$ cat src/rtl/uart_pkg.sv
// Shared UART definitions: arbiter state encoding, byte width and parity-mode constants
// used by the arbiter, receiver and transmitter.
package uart_pkg;

  localparam int unsigned UART_DATA_W = 8;

  localparam bit PARITY_MODE_EVEN = 1'b0;
  localparam bit PARITY_MODE_ODD  = 1'b1;

  typedef enum logic [1:0] {
    IDLE      = 2'd0,
    LAUNCH    = 2'd1,
    WAIT_BUSY = 2'd2,
    WAIT_DONE = 2'd3
  } arb_state_t;

endpackage

$ cat src/rtl/rr_select.sv
// Rotate-priority encoder: first set request at or above ptr, wrapping to 0.
module rr_select #(
  parameter int unsigned N_REQ = 4,
  parameter int unsigned IDX_W = $clog2(N_REQ)
) (
  input  logic [N_REQ-1:0] req,
  input  logic [IDX_W-1:0] ptr,
  output logic             valid,
  output logic [IDX_W-1:0] index
);

  logic [2*N_REQ-1:0] dbl;
  logic [N_REQ-1:0]   rot;
  int                 sum;

  // Rotate so bit 0 is the requester at ptr, then scan from the top so the lowest offset wins.
  always_comb begin
    dbl   = {req, req} >> ptr;
    rot   = dbl[N_REQ-1:0];
    valid = 1'b0;
    index = '0;
    sum   = 0;
    for (int i = int'(N_REQ) - 1; i >= 0; i--) begin
      if (rot[i]) begin
        sum = int'(ptr) + i;
        if (sum >= int'(N_REQ)) sum = sum - int'(N_REQ);
        valid = 1'b1;
        index = IDX_W'(sum);
      end
    end
  end

endmodule

$ cat src/rtl/uart_tx_arbiter.sv
// Round-robin arbiter sharing one UART transmitter among N_REQ byte producers,
// with parity generation and a start-handshake watchdog.
module uart_tx_arbiter
  import uart_pkg::*;
#(
  parameter int unsigned N_REQ         = 4,
  parameter int unsigned DATA_W        = UART_DATA_W,
  parameter bit          PARITY_ODD    = PARITY_MODE_EVEN,
  parameter int unsigned START_TIMEOUT = 1023
) (
  input  logic                      CLOCK_125_p,
  input  logic                      reset,
  input  logic [N_REQ-1:0]          req,
  input  logic [N_REQ*DATA_W-1:0]   req_data,
  output logic [N_REQ-1:0]          grant,
  output logic                      tx_start,
  output logic [DATA_W-1:0]         tx_data,
  output logic                      tx_parity,
  input  logic                      tx_busy,
  input  logic                      tx_done,
  output logic [$clog2(N_REQ)-1:0]  owner,
  output logic                      active,
  output logic                      timeout_err
);

  localparam int unsigned IDX_W = $clog2(N_REQ);
  localparam int unsigned TO_W  = $clog2(START_TIMEOUT + 1);

  arb_state_t        state;
  logic [IDX_W-1:0]  ptr;
  logic [TO_W-1:0]   wdog;
  logic              sel_valid;
  logic [IDX_W-1:0]  sel_index;
  logic [DATA_W-1:0] sel_byte;
  logic [IDX_W-1:0]  next_ptr;

  rr_select #(
    .N_REQ(N_REQ),
    .IDX_W(IDX_W)
  ) u_rr_select (
    .req  (req),
    .ptr  (ptr),
    .valid(sel_valid),
    .index(sel_index)
  );

  always_comb begin
    sel_byte = req_data[int'(sel_index)*DATA_W +: DATA_W];
    next_ptr = (owner == IDX_W'(N_REQ - 1)) ? '0 : owner + IDX_W'(1);
  end

  // Advancing ptr past owner on every exit keeps an aborted requester from being retried first.
  always_ff @(posedge CLOCK_125_p or posedge reset) begin
    if (reset) begin
      state       <= IDLE;
      ptr         <= '0;
      owner       <= '0;
      wdog        <= '0;
      grant       <= '0;
      tx_start    <= 1'b0;
      tx_data     <= '0;
      tx_parity   <= PARITY_ODD;
      active      <= 1'b0;
      timeout_err <= 1'b0;
    end else begin
      grant    <= '0;
      tx_start <= 1'b0;
      case (state)
        IDLE: begin
          if (sel_valid) begin
            owner     <= sel_index;
            tx_data   <= sel_byte;
            tx_parity <= (^sel_byte) ^ PARITY_ODD;
            grant     <= N_REQ'(1) << sel_index;
            tx_start  <= 1'b1;
            active    <= 1'b1;
            state     <= LAUNCH;
          end
        end
        LAUNCH: begin
          wdog  <= '0;
          state <= WAIT_BUSY;
        end
        WAIT_BUSY: begin
          if (tx_done) begin
            ptr    <= next_ptr;
            active <= 1'b0;
            state  <= IDLE;
          end else if (tx_busy) begin
            state <= WAIT_DONE;
          end else if (wdog == TO_W'(START_TIMEOUT - 1)) begin
            timeout_err <= 1'b1;
            ptr         <= next_ptr;
            active      <= 1'b0;
            state       <= IDLE;
          end else begin
            wdog <= wdog + TO_W'(1);
          end
        end
        WAIT_DONE: begin
          if (tx_done) begin
            ptr    <= next_ptr;
            active <= 1'b0;
            state  <= IDLE;
          end
        end
        default: state <= IDLE;
      endcase
    end
  end

endmodule

$ cat config.mk
export PLATFORM = sky130hd
export DESIGN_NAME = uart_tx_arbiter
export DESIGN_NICKNAME = d
export VERILOG_FILES = /design/src/rtl/uart_pkg.sv /design/src/rtl/rr_select.sv /design/src/rtl/uart_tx_arbiter.sv
export SDC_FILE = /design/constraint.sdc
export NUM_CORES = 1
export LEC_CHECK = 0
export CAP_MARGIN = 20
export CORE_ASPECT_RATIO = 1.1
export CORE_MARGIN = 3
export CORE_UTILIZATION = 45
export CTS_CLUSTER_SIZE = 14
export DETAILED_ROUTE_END_ITERATION = 7
export GPL_TIMING_DRIVEN = 0
export PLACE_DENSITY_LB_ADDON = 0.05
export RECOVER_POWER = 50
export SLEW_MARGIN = 20
export SYNTH_ARGS = -nofsm -noshare
export SYNTH_HDL_FRONTEND = slang
export SYNTH_SLANG_ARGS = --single-unit
$ cat constraint.sdc
create_clock -name CLOCK_125_p -period 2.8 [get_ports CLOCK_125_p]
set_clock_uncertainty 0.05 [all_clocks]
set_input_delay 0.84 -clock CLOCK_125_p [delete_from_list [all_inputs] [get_ports CLOCK_125_p]]
set_output_delay 0.84 -clock CLOCK_125_p [all_outputs]
set_load 0.1 [all_outputs]
==> flow_metrics.env <==
export IMPL_outcome="completed"
export IMPL_timing_setup_critical_path_class="flop to primary output"
export IMPL_edff_count_synth=0
export IMPL_dp_worst_setup_slack_ps=-592
export IMPL_finalNetCount=271
export IMPL_worstPathCellList="clkdlybuf4s50_1"
export IMPL_rsz0062_at_grt="false"
export IMPL_synthDistinctLibCells=34
export IMPL_maxSlewHeadroom_pct=20.9
export IMPL_syn_std_cell_area_um2=1730
export IMPL_timing_hold_worst_start="timeout_err"
export IMPL_routed_wl_um=4030
export IMPL_clkSlewWorstSetupHoldPaths_ps=70
export IMPL_dp_area_um2=2370
export IMPL_via_per_inst=5.09
export IMPL_num_fill_cells=307
export IMPL_dominantRegCellSynth="dfrtp_1"
export IMPL_synth_nets=205
export IMPL_critical_path_capture_point_type="primary output"
export IMPL_critPathBufInv=1
export IMPL_ys_warnings_count=0
export IMPL_drv_cap=0
export IMPL_finalSetupViolations=0
export IMPL_cts_made_buffers=5
export IMPL_synth_top_area_share_pct=46.2
export IMPL_die_area_um2=4630
export IMPL_grt_first_pass_wirelength_um=6710
export IMPL_postSynthAreaPerCell_um2=10.7
export IMPL_worst_r2r_path_depth=9
export IMPL_root_buffer="clkbuf_8"
export IMPL_multiInputGateArea_um2=872
export IMPL_regArea_um2=801
export IMPL_finalMaxSlewViolations=0
export IMPL_finalSetupTns_ps=0
export IMPL_tightest_slew_ps=1180
export IMPL_grt_pass1_vias=1507
export IMPL_ys_async_rst_share_pct=100
export IMPL_cts_tree="yes"
export IMPL_initial_utilization_pct=47.0
export IMPL_fp_coreArea_um2=3680
export IMPL_number_of_antenna_violations_at_the_first_check_in_global_routing=0
export IMPL_worst_hold_path_type="flop to flop"
export IMPL_drtAntennaViolNets=0
export IMPL_post_synth_main_area_contributors="dfrtp_1 (46%), mux2i_1 (10%), mux2_2 (5.9%)"
export IMPL_boundaryPins=58
export IMPL_synth_seq_area_share_pct=46.2
export IMPL_cts_path_max_buffers=2
export IMPL_drc=0
export IMPL_die_width_um=65.1
export IMPL_worstHoldEndpoint="timeout_err"
export IMPL_hold_path_depth=1
export IMPL_max_clock_freq_mhz=364
export IMPL_max_stage_delay_ps=1160
export IMPL_drtIter0Drc=68
export IMPL_detail_route_wl_per_cell_um=14.5
export IMPL_worst_supply_voltage_drop_on_vdd_v=0.000820
export IMPL_final_critical_path_setup_slack_ps=54.2
export IMPL_numPlacedInstances=269
export IMPL_number_of_synthesized_register_bits=32
export IMPL_global_route_usage_total_pct=19.0
export IMPL_power_total_mw=2.92
export IMPL_antenna_cells=0
export IMPL_stdcell_count=278
export IMPL_crit_path_max_fanout=4
export IMPL_timing_rr_end="tx_parity"
export IMPL_r2r_slack_ps=460
export IMPL_p_per_area_nw_per_um2=1180
export IMPL_worst_r2r_startpoint="ptr[1]"
export IMPL_height_of_the_chip_um=71.1
export IMPL_post_synth_top_area_cell="dfrtp_1"
export IMPL_syn_instance_count=162
export IMPL_crit_path_start_kind="flop"
export IMPL_finalCriticalPeriod_ps=2750
export IMPL_fin_crit_sh_pct=98.1
export IMPL_timing_critical_path_slowest_stage_cell="clkdlybuf4s50_1"
export IMPL_report_final_hold_viol_count=0
export IMPL_final_layout_size_suffix_gt1_share_pct=12.3
export IMPL_crit_path_start="owner[0]"
export IMPL_path_delay_family="buffers and inverters"
export IMPL_final_util_pct=67.1
export IMPL_critical_path_required_ps=1910
export IMPL_grt_start_max_net_pins=33
export IMPL_clock_latency_ps=280
export IMPL_number_of_h_tree_levels=2
export IMPL_place_detailed_hpwl_um=3060
export IMPL_cts_sinks=32
export IMPL_postCtsHoldBufs=0
export IMPL_worstPathArrival_ps=1860
export IMPL_port_buf_inserts=57
export IMPL_grt_overflow_total=0
export IMPL_rows=23
export IMPL_power_static_leakage_nw=1.16
export IMPL_via_count=1415
export IMPL_post_route_cell_area_um2=2470
export IMPL_finalWeightedCongestion=0.801
export IMPL_detail_route_first_pass_iterations=4
export IMPL_area_delta_synth_final_pct=42.7
export IMPL_finalHoldWorstSlack_ps=403
Yosys cell counts (all sizes together), types with 2 or more instances:
cell type and count:
o21ai 14, nor3 3, o22ai 2, a21oi 3, xor2 7, o21a 2
ha 3, nand3 2, nor2 13, and3 4, a21o 2, nand2 17
and4 2, buf 3, clkbuf 3, mux2i 18, dfrtp 32, xnor2 9
mux2 9, inv 6
cells by family after synthesis:
logic type               synth area share [%]
buffers and inverters                    4.05
adder cells (fa/ha/maj)                  2.17
AND/OR/NAND/NOR                          11.5
XOR/XNOR                                 8.96
multiplexers                             16.3
flip-flops                               46.2
AO/OA/AOI/OAI                            10.8
worst reg2reg max path, delay by kind of cell (launching register included):
kind,cells,cell delay (ps)
flops,1,500
compound gates,3,390
buf+inv,1,170
mux,2,580
xor+xnor,3,510
registers in the layout, summed over array words and instances (netlist names):
| register | count |
|---|---|
| grant | 4 |
| tx_data | 8 |
| active | 1 |
| owner | 2 |
| state | 2 |
| tx_parity | 1 |
| wdog | 10 |
| ptr | 2 |
| tx_start | 1 |
| timeout_err | 1 |
cell usage in the layout, fill, tap and decap left out, types with 3 or more instances in the layout:
cell / synthesis / final
nor3_1: 3 / 3
mux2_2: 9 / 9
xnor2_1: 7 / 7
dfrtp_1: 32 / 32
o21ai_0: 13 / 13
and3_1: 4 / 4
ha_1: 3 / 3
inv_1: 6 / 6
clkbuf_1: 3 / 3
nand2_1: 17 / 17
clkbuf_8: 0 / 5
xor2_1: 7 / 7
mux2i_1: 18 / 18
nor2_1: 13 / 13
clkdlybuf4s50_1: 0 / 52
routing by layer:
metal / vias to the layer above / wire length, µm / track usage (%)
met2: 41 / 2160 / 34.9
li1: 691 / - / -
met4: 0 / 27 / 4.84
met5: - / 0 / 0
met3: 4 / 215 / 5.24
met1: 679 / 1630 / 21.5
layout make-up:
cell class	count	area share, %
Buffer	6	2.23
Tap cell	50	2.53
Clock inverter	1	0.203
Sequential cell	32	32.4
Multi-Input combinational cell	118	35.3
Inverter	6	0.911
Clock buffer	6	2.94
Timing Repair Buffer	59	23.5
what timing repair did:
action	CTS	global route
setup buffers	1	0
pin swaps	0	1
gates resized for setup	8	4
cloned	1	0
setup endpoints to repair	1	4
worst max path at each step:
stage	cells after the start	to	slack (ps)
finish	1	owner[0]	50
detailed placement	10	tx_parity	-590
global placement	4	state[0]	-600
floorplan	9	tx_parity	270
global route	11	tx_parity	10
CTS	9	tx_parity	40
where the power goes:
group	leakage [nW]	switching, mW	total [mW]	internal (mW)
clock	0.0410	0.154	0.323	0.168
sequential	0.416	0.121	0.732	0.611
combinational	0.702	1.26	1.87	0.609
(Power assumes the default switching activity.)
